===== src/rtl/keypad_sum_controller.sv =====
// -----------------------------------------------------------------------------
// keypad_sum_controller
//
// Purpose:
//   Turns debounced hex keypad strobes into two nibble-shift operands and
//   sequences the 12-bit accumulate adder (new_input / accumulate_enable /
//   finish_input) with the cycle timing the adder expects. Also exports the
//   entry phase and the digit count of the operand being edited for the
//   display mux. No arithmetic is done here; the adder keeps the total.
//
// Ports:
//   clk                  system clock
//   rst                  asynchronous, active-high reset
//   key_valid_i          one-cycle strobe qualifying key_code_i
//   key_code_i[3:0]      0-9 digit, A '+', B '=', C clear, D backspace
//   num1_hex_o           operand A to the adder
//   num2_hex_o           operand B / accumulate operand to the adder
//   new_input_o          one-cycle pulse launching an add
//   accumulate_enable_o  level, marks the launched add as an accumulate
//   finish_input_o       one-cycle pulse returning the adder to idle
//   phase_o[1:0]         0 ENTRY_A, 1 ENTRY_B, 2 ENTRY_ACC, 3 RESULT
//   digit_count_o        digits entered into the operand being edited
//   busy_o               high while an add is issued/held; keys dropped
// -----------------------------------------------------------------------------
module keypad_sum_controller #(
    parameter int unsigned MAX_DIGITS  = 3,
    parameter int unsigned HOLD_CYCLES = 2
) (
    input  logic                                 clk,
    input  logic                                 rst,
    input  logic                                 key_valid_i,
    input  logic [3:0]                           key_code_i,
    output logic [4*MAX_DIGITS-1:0]              num1_hex_o,
    output logic [4*MAX_DIGITS-1:0]              num2_hex_o,
    output logic                                 new_input_o,
    output logic                                 accumulate_enable_o,
    output logic                                 finish_input_o,
    output logic [1:0]                           phase_o,
    output logic [$clog2(MAX_DIGITS+1)-1:0]      digit_count_o,
    output logic                                 busy_o
);

    localparam int unsigned OPW  = 4 * MAX_DIGITS;
    localparam int unsigned CNTW = $clog2(MAX_DIGITS + 1);
    localparam int unsigned HCW  = (HOLD_CYCLES > 1) ? $clog2(HOLD_CYCLES) : 1;

    localparam logic [3:0] KEY_DIGIT_MAX = 4'h9;
    localparam logic [3:0] KEY_PLUS      = 4'hA;
    localparam logic [3:0] KEY_EQUALS    = 4'hB;
    localparam logic [3:0] KEY_CLEAR     = 4'hC;
    localparam logic [3:0] KEY_BKSP      = 4'hD;

    typedef enum logic [2:0] {
        S_ENTRY_A,
        S_ENTRY_B,
        S_ENTRY_ACC,
        S_ISSUE,
        S_HOLD,
        S_RESULT
    } state_t;

    typedef enum logic [1:0] {
        PH_ENTRY_A   = 2'd0,
        PH_ENTRY_B   = 2'd1,
        PH_ENTRY_ACC = 2'd2,
        PH_RESULT    = 2'd3
    } phase_t;

    state_t            state_q,      state_d;
    phase_t            phase_q,      phase_d;
    logic [OPW-1:0]    num1_q,       num1_d;
    logic [OPW-1:0]    num2_q,       num2_d;
    logic [CNTW-1:0]   cnt_q,        cnt_d;
    logic [HCW-1:0]    hold_q,       hold_d;
    logic              acc_mode_q,   acc_mode_d;
    logic              acc_en_q,     acc_en_d;
    logic              busy_q,       busy_d;
    logic              new_input_q,  new_input_d;
    logic              finish_q,     finish_d;

    // Operand currently being edited: A in ENTRY_A, B otherwise.
    logic [OPW-1:0]    edit_val;
    logic [OPW-1:0]    edit_new;
    logic              edit_wr;
    logic              clear_req;

    // -------------------------------------------------------------------------
    // State register: every output is a flop, so all controls are computed
    // one cycle ahead in the next-state logic.
    // -------------------------------------------------------------------------
    always_ff @(posedge clk or posedge rst) begin
        if (rst) begin
            state_q     <= S_ENTRY_A;
            phase_q     <= PH_ENTRY_A;
            num1_q      <= '0;
            num2_q      <= '0;
            cnt_q       <= '0;
            hold_q      <= '0;
            acc_mode_q  <= 1'b0;
            acc_en_q    <= 1'b0;
            busy_q      <= 1'b0;
            new_input_q <= 1'b0;
            finish_q    <= 1'b0;
        end else begin
            state_q     <= state_d;
            phase_q     <= phase_d;
            num1_q      <= num1_d;
            num2_q      <= num2_d;
            cnt_q       <= cnt_d;
            hold_q      <= hold_d;
            acc_mode_q  <= acc_mode_d;
            acc_en_q    <= acc_en_d;
            busy_q      <= busy_d;
            new_input_q <= new_input_d;
            finish_q    <= finish_d;
        end
    end

    // -------------------------------------------------------------------------
    // Next-state and registered-output logic
    // -------------------------------------------------------------------------
    always_comb begin
        state_d     = state_q;
        phase_d     = phase_q;
        num1_d      = num1_q;
        num2_d      = num2_q;
        cnt_d       = cnt_q;
        hold_d      = hold_q;
        acc_mode_d  = acc_mode_q;
        acc_en_d    = acc_en_q;
        busy_d      = busy_q;
        new_input_d = 1'b0;
        finish_d    = 1'b0;
        clear_req   = 1'b0;
        edit_wr     = 1'b0;
        edit_val    = (state_q == S_ENTRY_A) ? num1_q : num2_q;
        edit_new    = edit_val;

        case (state_q)
            S_ENTRY_A, S_ENTRY_B, S_ENTRY_ACC: begin
                if (key_valid_i) begin
                    if (key_code_i <= KEY_DIGIT_MAX) begin
                        // Full operand: further digits are ignored, so no
                        // nibble is ever shifted out of the top.
                        if (cnt_q < CNTW'(MAX_DIGITS)) begin
                            edit_new = (edit_val << 4) | OPW'(key_code_i);
                            edit_wr  = 1'b1;
                            cnt_d    = cnt_q + CNTW'(1);
                        end
                    end else if (key_code_i == KEY_BKSP) begin
                        if (cnt_q != '0) begin
                            edit_new = edit_val >> 4;
                            edit_wr  = 1'b1;
                            cnt_d    = cnt_q - CNTW'(1);
                        end
                    end else if (key_code_i == KEY_PLUS) begin
                        if (state_q == S_ENTRY_A) begin
                            state_d = S_ENTRY_B;
                            phase_d = PH_ENTRY_B;
                            cnt_d   = '0;
                            num2_d  = '0;
                        end
                    end else if (key_code_i == KEY_EQUALS) begin
                        // phase is left alone so the display keeps showing
                        // the entry phase that issued the add.
                        if (state_q != S_ENTRY_A) begin
                            state_d     = S_ISSUE;
                            new_input_d = 1'b1;
                            busy_d      = 1'b1;
                            hold_d      = '0;
                            acc_mode_d  = (state_q == S_ENTRY_ACC);
                            acc_en_d    = (state_q == S_ENTRY_ACC);
                        end
                    end else if (key_code_i == KEY_CLEAR) begin
                        clear_req = 1'b1;
                    end
                end
            end

            S_ISSUE: begin
                state_d = S_HOLD;
            end

            S_HOLD: begin
                if (hold_q == HCW'(HOLD_CYCLES - 1)) begin
                    state_d    = S_RESULT;
                    phase_d    = PH_RESULT;
                    busy_d     = 1'b0;
                    acc_en_d   = 1'b0;
                    acc_mode_d = 1'b0;
                end else begin
                    hold_d = hold_q + HCW'(1);
                end
            end

            S_RESULT: begin
                if (key_valid_i) begin
                    if (key_code_i == KEY_PLUS) begin
                        state_d    = S_ENTRY_ACC;
                        phase_d    = PH_ENTRY_ACC;
                        cnt_d      = '0;
                        num2_d     = '0;
                        acc_mode_d = 1'b1;
                    end else if (key_code_i == KEY_CLEAR) begin
                        clear_req = 1'b1;
                    end
                end
            end

            default: begin
                state_d = S_ENTRY_A;
                phase_d = PH_ENTRY_A;
            end
        endcase

        if (edit_wr) begin
            if (state_q == S_ENTRY_A) begin
                num1_d = edit_new;
            end else begin
                num2_d = edit_new;
            end
        end

        // Clear is only decoded in non-busy states, so finish_input can never
        // coincide with new_input.
        if (clear_req) begin
            state_d    = S_ENTRY_A;
            phase_d    = PH_ENTRY_A;
            num1_d     = '0;
            num2_d     = '0;
            cnt_d      = '0;
            acc_mode_d = 1'b0;
            acc_en_d   = 1'b0;
            finish_d   = 1'b1;
        end
    end

    assign num1_hex_o          = num1_q;
    assign num2_hex_o          = num2_q;
    assign new_input_o         = new_input_q;
    assign accumulate_enable_o = acc_en_q;
    assign finish_input_o      = finish_q;
    assign phase_o             = phase_q;
    assign digit_count_o       = cnt_q;
    assign busy_o              = busy_q;

endmodule


===== config.mk =====
export PLATFORM = sky130hd
export DESIGN_NAME = keypad_sum_controller
export DESIGN_NICKNAME = d
export VERILOG_FILES = /design/src/rtl/keypad_sum_controller.sv
export SDC_FILE = /design/constraint.sdc
export NUM_CORES = 1
export LEC_CHECK = 0
export ABC_AREA = 1
export CORE_MARGIN = 1.5
export CORE_UTILIZATION = 58
export DETAILED_ROUTE_END_ITERATION = 8
export PLACE_DENSITY = 0.93
export SETUP_SLACK_MARGIN = 0.4
export SYNTH_ARGS = -nofsm -noshare
export SYNTH_HDL_FRONTEND = slang
export SYNTH_SLANG_ARGS = --single-unit

===== constraint.sdc =====
create_clock -name clk -period 3.31 [get_ports clk]
set_input_delay 0.331 -clock clk [delete_from_list [all_inputs] [get_ports clk]]
set_output_delay 0.331 -clock clk [all_outputs]
set_load 0.01 [all_outputs]

; ---- Word-level counts from Yosys, hierarchy flattened
; Cells that the tools add are included.
[word_totals]
input_bits = 7
latch_bits = 0
elab_cells = 168
romBits = 0
mem_bits_rw = 0
register_bits = 36
mem_count = 0
[op_classes]
n_addsub = 3
n_eq_ne = 35
div_mod_pow = 0
shifts = 0
n_mul = 0
muxes = 101
n_lt_le_gt_ge = 2
bitwise_logic = 1
n_reduce_logical = 16
[ops]
columns = cell, count
row1 = 12-bit two-way mux, 20
row2 = 1-bit two-way mux, 43
row3 = 2-bit two-way mux, 19
row4 = 3-bit two-way mux, 11
row5 = 3-bit != test (second input constant), 11
row6 = 12-bit case mux with 2 select lines, 1
row7 = 8-bit AND reduction, 3
row8 = 9-bit AND reduction, 2
row9 = 4-bit == test (second input constant), 4
row10 = 2-bit != test (second input constant), 8
row11 = 4-bit != test (second input constant), 4
row12 = 5-bit != test (second input constant), 3
row13 = 12-bit by 4-bit OR with 12-bit output, 1
row14 = 3-bit case mux with 4 select lines, 1
row15 = 3-bit nonzero test, 3
row16 = 1-bit case mux with 2 select lines, 4
row17 = 2-bit case mux with 4 select lines, 1
row18 = 2-bit nonzero test, 4
row19 = 7-bit AND reduction, 1
row20 = 3-bit by 2-bit == test with 1-bit output (second input constant), 2
row21 = 3-bit == test (second input constant), 2
row22 = 4-bit less-or-equal comparator (second input constant), 1
row23 = 2-bit case mux with 2 select lines, 1
row24 = 3-bit by 1-bit == test with 1-bit output (second input constant), 1
row25 = other kinds (7), 7

; ---- Logic depth before layout (Yosys ltp)
; Gate-level depths: netlist of the first run.
[logic_depth]
word_depth = 10
depth_mapped = 12

; ---- Worst setup path before layout of the first run
; OpenSTA, ideal clock, no wires.
[synth_path]
path_type = register to register
start = register cnt_q[0] (netlist: digit_count_o[0])
end = register num1_q[4] (netlist: num1_hex_o[4])
arrival_time_ns = 1.459
setup_slack_ns = 1.735
path_stages_with_launch = 12
period_less_slack_ns = 1.575
required_time_ns = 3.194
path_cell_list = dfrtp_1 > inv_1 > ha_1 > inv_1 > nand3_2 > nand2_4 > nand3_4 > nor2_8 > nor2_4 > buf_6 > nand2_1 > nand2_1
[synth_via]
elab_chain_cells = 9
[synth_lines]
columns = item, line
row1 = "start, declared", 73  ; logic [CNTW-1:0] cnt_q, cnt_d;
row2 = "start signal, assigned", 109  ; cnt_q <= cnt_d;
row3 = 2-bit nonzero test, 151  ; if (cnt_q != '0) begin
row4 = 12-bit two-way mux, 151
row5 = 12-bit two-way mux, 150  ; end else if (key_code_i == KEY_BKSP) begin
row6 = 12-bit two-way mux, 142  ; if (key_code_i <= KEY_DIGIT_MAX) begin
row7 = 12-bit two-way mux, 141  ; if (key_valid_i) begin
row8 = 12-bit two-way mux, 139  ; case (state_q)
row9 = 12-bit two-way mux, 217  ; if (state_q == S_ENTRY_A) begin
row10 = 12-bit two-way mux, 216  ; if (edit_wr) begin
row11 = 12-bit two-way mux, 226  ; if (clear_req) begin
row12 = "end signal, assigned", 107  ; num1_q <= num1_d;
row13 = "end, declared", 71  ; logic [OPW-1:0] num1_q, num1_d;
; Parallel ways exist; a longest one is shown, timed or not. The select of a mux whose other input is x is not followed.
; A chain may end at the register's enable or synchronous reset.

; ---- Worst setup path after layout of the first run
[layout_path]
start = register state_q[2]
end = register cnt_q[1] (netlist: digit_count_o[1])
[layout_via]
elab_chain_cells = 5
[layout_lines]
columns = item, line
row1 = "start, declared", 69  ; state_t state_q, state_d;
row2 = "start signal, assigned", 105  ; state_q <= state_d;
row3 = "3-bit by 2-bit == test with 1-bit output, or another cell as far along", 139
row4 = 3-bit OR reduction, 139
row5 = 1-bit case mux with 2 select lines (*), 139
row6 = via clear_req, 85  ; logic clear_req;
row7 = "5-bit != test (no source line), or another cell as far along", n/a
row8 = 8-bit AND reduction (no source line), n/a
; The timed path passes the listed nets; every way through them passes the cells marked *.

==> results of run 1 <==
-- area by class of cell --
class                           count  area (um2)  area share
Tap cell                           50        62.6      0.0208
Timing Repair Buffer               39         388       0.129
Sequential cell                    36         901       0.299
Multi-Input combinational cell    292        1400       0.464
Inverter                           46         173      0.0574
Clock buffer                        8        90.1      0.0299
-- final timing paths --
check | cells past startpoint | start | endpoint
max in group asynchronous | 3 | rst | num2_hex_o[0]$_DFF_PP0_
worst max-delay path | 10 | state_q[2]$_DFFE_PP0P_ | digit_count_o[1]$_DFFE_PP0P_
worst max register to register | 10 | state_q[2]$_DFFE_PP0P_ | digit_count_o[1]$_DFFE_PP0P_
worst min-delay path | 3 | rst | num1_hex_o[5]$_DFFE_PP0P_
min in group clk | 2 | phase_o[1]$_DFFE_PP0P_ | phase_o[1]$_DFFE_PP0P_
worst min register to register | 2 | phase_o[1]$_DFFE_PP0P_ | phase_o[1]$_DFFE_PP0P_
-- through the flow --
step | total power, mW | hold WS [ns] | instance area, um2 | worst slack (ns) | utilization
global placement | 2.55 | 0.454 | 2920 | 1.01 | 0.714
CTS | 2.95 | 0.476 | 3010 | 1.18 | 0.736
detailed placement | 2.61 | 0.463 | 2920 | 1.00 | 0.714
floorplan | 2.01 | 0.462 | 2530 | 1.73 | -
global route | 3.19 | 0.515 | 3010 | 0.983 | 0.736
finish | 2.96 | 0.449 | 3010 | 1.14 | 0.736
-- cell usage after synthesis, types with 2 or more instances --
library cell	count
nor2_8	2
nor2_1	44
o21ai_0	3
ha_1	2
nand3b_1	5
nand3_2	4
a21oi_1	6
nand3_1	31
buf_6	3
o21ai_1	9
buf_2	4
inv_2	9
nor2_4	2
o21bai_1	3
nand4_1	4
dfrtp_1	36
nor3_1	4
inv_1	37
nor2_2	4
nand2_2	4
nand2_4	5
nand2_1	155
-- worst reg2reg max path, cell delays in order, from the launching register on --
cell     delay [ns]
dfrtp_1        0.41
inv_2          0.34
nand2_1        0.12
nand2_2        0.15
nand3_2        0.34
inv_2          0.31
nor2_1         0.06
nand2_1        0.14
nand2_1        0.09
nand2_1        0.06
nand2_1        0.04
-- logic make-up after synthesis --
family,after synthesis
fa+ha+maj,2
simple gates,268
compound gates,22
buf+inv,55
flops,36
-- metal layers --
layer  vias to the layer above  track usage  part of all wire
met4                         0       0.0937            0.0097
met2                       101        0.470              0.48
met1                      1183        0.377              0.44
li1                       1261            -                 -
met5                         -            0                 0
met3                         6       0.0585             0.070
-- flip-flops by register name, summed over array words and instances, names as in the netlist, 2 cells and up --
signal,cells
digit_count_o,2
num2_hex_o,12
state_q,3
phase_o,2
num1_hex_o,12
-- where the power goes --
group          leakage (nW)  internal [mW]  total [mW]  switching, mW
Clock                0.0455          0.170       0.331          0.161
Combinational          1.19          0.737        1.79           1.05
Sequential            0.457          0.650       0.837          0.187
==> reports/metrics.yaml, run 1 <==
insertedDiodeCount: 0
portBuffers: 38
synthAdderAreaFrac: 0.00988
synthToLayoutAreaGrowth_pct: 18.8
drt-initial-drc-count: 256
die_x_um: 69.1
boundaryPins: 39
cpPeakStageDelay_ns: 0.41
crit_type: "flop to flop"
synth-compound-area-share: 0.0474
ys_seq_area_frac: 0.356
rsz0062_at_grt: "no"
layout_min_cycle_time_ns: 2.17
syn-cell-area_um2: 2530
ys_async_sr_fraction: 1.00
slew_headroom: 0.662
irDropWorstVdd_v: 0.000451
yosys.area.top_type: "dfrtp_1"
postCtsHoldBufs: 0
grt-ovfl-total: 0
fin_crit_sh: 0.656
hold_path.class: "input pin to async pin"
critPathSlowestCell: "dfrtp_1"
place_congestion: 0.903
core.rowCount: 23
synthSimpleGateAreaFrac: 0.493
critPathBufInv: 2
synth-seq-cells: 36
setup_tns_ns: 0
status: "finished, final reports clean"
cp-end-kind: "flop"
r2r_setup_slack_ns: 1.14
drc_errors: 0
drv_cap: 0
drive_above_1_share: 0.0950
crit_chain: "inv_2 > nand2_1 > nand2_2 > nand3_2 > inv_2 > nor2_1 > nand2_1 > nand2_1 > nand2_1 > nand2_1"
via_per_inst: 5.42
slew_viol_final: 0
cts_max_path_buffers: 2
final_common_cell: "nand2_1"
initial_core_util: 0.620
grt_pass1_wl_um: 11200
synth_fp_nets: 392
die-area_um2: 4770
p_per_area_nw_per_um2: 982
dp.cells: 463
cts-htree-levels: 2
synth_ff_type: "dfrtp_1"
cts_setup_buffers: 0
critPathLaunchType: "flop"
cp_top_family: "simple AND/OR/NAND/NOR gates"
cts_tree: "done"
netlist_top_cells_area: "dfrtp_1 36%, nand2_1 23%, nor2_1 6.5%, nand3_1 6.1%, inv_1 5.5%"
wire_per_inst_um: 13.8
cts_resized: 0
cpMostUsedCell: "nand2_1"
detail-route-antenna-nets: 0
p_leak_nw: 1.69
dp_hpwl_um: 4720
vias: 2551
fmax_ghz: 0.460
grt_max_degree: 37
finalHoldViolations: 0
core_area_um2: 4090
critPathRequiredTime_ns: 3.50
clock_sinks: 36
synth_cell_types: 29
grt_pass1_vias: 2420
antenna_found_initial: 0
synth_top_family_by_area: "simple AND/OR/NAND/NOR gates"
setup_viol: 0
clk_pin_slew_ns: 0.08
synth.area.mux_share: 0
cts_buffers: 5
final_cell_mix: "155 x nand2_1, 44 x nor2_1, 38 x clkdlybuf4s50_1"
worst_pin_slew_ns: 0.506
synth_xor_xnor_area_share: 0
synth_edf_count: 0
arrival_ns: 2.36
die_h_um: 69.1
layout.nets: 429
stdcell_count: 471
wirelength_um: 6510
fill_cells: 344
finClkSkew_ns: 0.00768
cts_root_buffer: "clkbuf_8"
syn_avg_cell_area_um2: 6.62
grt_use_total: 0.286
ys.warnings.count: 0
synthCells: 383
synth_top_area_share: 0.356
worstSkewPairLatency_ns: 0.29
first_pass_iters: 7
crit_fanout: 21
(Power assumes the default switching activity.)
==> run 2: changes to the inputs <==
CORE_UTILIZATION = 54   (was 58)
PLACE_DENSITY = 0.88   (was 0.93)
clock period = 2.25 ns   (was 3.31 ns; I/O delays follow)
==> run 2 against run 1 <==
Effect of this change: the flow now finishes with violations (design-rule violations); utilization decreased by 3.5 points; global-route usage decreased by 0.63 points; clock-buffer cell count decreased by 1; sequential share of layout area decreased by 1.0 points; via count increased by 0.98%; critical endpoint is now num1_hex_o[2]$_DFFE_PP0P_; largest power group unchanged.
==> reports/metrics.yaml, run 2 (synthesized netlist as in run 1, its figures left out) <==
clock_sinks: 36  # unchanged
core_area_um2: 4440  # was 4090 um2
boundaryPins: 39  # unchanged
cts_tree: "done"  # unchanged
crit_fanout: 21  # unchanged
grt-ovfl-total: 0  # unchanged
wire_per_inst_um: 13.8  # about the same
r2r_setup_slack_ns: 0.46  # was 1.14 ns
p_per_area_nw_per_um2: 1480  # was 982 nW/um2
dp_hpwl_um: 4780  # was 4720 um
drt-initial-drc-count: 290  # was 256
die_h_um: 71.5  # was 69.1 um
grt_use_total: 0.279  # was 0.286
cpMostUsedCell: "nand2_1"  # unchanged
cts_max_path_buffers: 2  # unchanged
final_cell_mix: "155 x nand2_1, 43 x nor2_1, 38 x clkdlybuf4s50_1"  # was 155 x nand2_1, 44 x nor2_1, 38 x clkdlybuf4s50_1
critPathSlowestCell: "dfrtp_1"  # unchanged
fmax_ghz: 0.560  # was 0.460 GHz
via_per_inst: 5.36  # was 5.42
multi_input_area_um2: 1400  # about the same
grt_max_degree: 37  # unchanged
fill_cells: 401  # was 344
cts_root_buffer: "clkbuf_8"  # unchanged
cp-end-kind: "flop"  # unchanged
vias: 2576  # was 2,551
setup_tns_ns: 0  # unchanged
die-area_um2: 5110  # was 4770 um2
arrival_ns: 1.97  # was 2.36 ns
grt_pass1_vias: 2450  # was 2,420
drive_above_1_share: 0.119  # was 0.0950
cts-htree-levels: 2  # unchanged
reg2reg_depth: 8  # was 10
wirelength_um: 6630  # was 6510 um
detail-route-antenna-nets: 0  # unchanged
worstSkewPairLatency_ns: 0.30  # was 0.29 ns
violations: "design-rule violations"
postCtsHoldBufs: 0  # unchanged
drv_cap: 0  # unchanged
place_congestion: 0.927  # was 0.903
initial_core_util: 0.570  # was 0.620
drc_errors: 1  # was 0
crit_chain: "nor2_4 > nand2_4 > o21ai_1 > nor2_1 > nor2_1 > nand2_1 > nand2_1 > nand2_1"  # was inv_2 > nand2_1 > nand2_2 > nand3_2 > inv_2 > nor2_1 > nand2_1 > nand2_1 > nand2_1 > nand2_1
whs_ns: 0.339  # was 0.449 ns
cts_buffers: 5  # unchanged
worst_pin_slew_ns: 0.460  # was 0.506 ns
first_pass_iters: 8  # was 7
fin_crit_sh: 0.793  # was 0.656
slew_headroom: 0.694  # was 0.662
layout.nets: 437  # was 429
synthToLayoutAreaGrowth_pct: 23.1  # was 18.8%
rsz0062_at_grt: "yes"  # was no
clk_pin_slew_ns: 0.08  # about the same
crit_type: "flop to flop"  # unchanged
finalHoldViolations: 0  # unchanged
dpl-instance-area_um2: 2970  # was 2920 um2
hold_path.class: "input pin to async pin"  # unchanged
insertedDiodeCount: 0  # unchanged
slew_viol_final: 0  # unchanged
antenna_found_initial: 0  # unchanged
grt_pass1_wl_um: 11300  # was 11,200 um
setup_viol: 0  # unchanged
seqCellArea_um2: 901  # unchanged
cpPeakStageDelay_ns: 0.49  # was 0.41 ns
critPathRequiredTime_ns: 2.44  # was 3.50 ns
final_common_cell: "nand2_1"  # unchanged
startpoint: "state_q[1]$_DFFE_PP0P_"  # was state_q[2]$_DFFE_PP0P_
layout_min_cycle_time_ns: 1.79  # was 2.17 ns
finClkSkew_ns: 0.00614  # was 0.00768 ns
critPathLaunchType: "flop"  # unchanged
p_leak_nw: 1.75  # was 1.69 nW
status: "finished, violations left"  # was finished, final reports clean
die_x_um: 71.5  # was 69.1 um
portBuffers: 38  # unchanged
fin_area_um2: 3120  # was 3010 um2
rr_startpoint: "state_q[1]$_DFFE_PP0P_"  # was state_q[2]$_DFFE_PP0P_
irDropWorstVdd_v: 0.000823  # was 0.000451 V
core.rowCount: 24  # was 23
r2r-end: "num1_hex_o[2]$_DFFE_PP0P_"  # was digit_count_o[1]$_DFFE_PP0P_
## run 2: final cells by class
type / count / share of cell area
Multi-Input combinational cell: 292 / 0.450
Sequential cell: 36 / 0.289
Timing Repair Buffer: 47 / 0.144
Inverter: 46 / 0.0562
Clock buffer: 7 / 0.0309
Tap cell: 52 / 0.0209
Clock inverter: 1 / 0.00963
## run 2: what timing repair did
item                       in CTS  in global routing
setup endpoints to repair       0                 18
setup buffers                   0                  2
resized for setup               0                  4
## run 2: worst max-delay path by stage
stage / endpoint / slack, ns / cells after the start
after global placement: num2_hex_o[3]$_DFF_PP0_ / 0.32 / 10
after global routing: num2_hex_o[8]$_DFF_PP0_ / 0.36 / 11
after floorplan: num1_hex_o[4]$_DFFE_PP0P_ / 0.67 / 11
after detailed placement: num2_hex_o[1]$_DFF_PP0_ / 0.28 / 10
final: num1_hex_o[2]$_DFFE_PP0P_ / 0.46 / 8
after CTS: num1_hex_o[2]$_DFFE_PP0P_ / 0.48 / 8
## run 2: where the power goes
part,internal (mW),switching (mW),total [mW]
Combinational,1.15,1.58,2.73
Sequential,0.956,0.280,1.24
Clock,0.391,0.252,0.643
## run 2: worst max-delay path: cells and delay by family, from the launching register on
kind             cells  cell delay, ns
flip-flops           1            0.49
AND/OR/NAND/NOR      7            0.89
AO/OA/AOI/OAI        1            0.29
## run 2: metal layers
metal  track usage  share of wire
met1         0.383           0.44
met5             0              0
met3        0.0309          0.068
met2         0.467           0.47
met4        0.0881          0.018
## run 2: per-stage QoR
| stage | cells | worst slack [ns] | power [mW] | utilization |
|---|---|---|---|---|
| final | 481 | 0.465 | 4.61 | 0.702 |
| after CTS | 479 | 0.481 | 4.55 | 0.696 |
| after global routing | 481 | 0.364 | 4.99 | 0.702 |
| after floorplan | 383 | 0.675 | 2.95 | - |
| after detailed placement | 471 | 0.280 | 3.87 | 0.668 |
| after global placement | 471 | 0.315 | 3.80 | 0.668 |
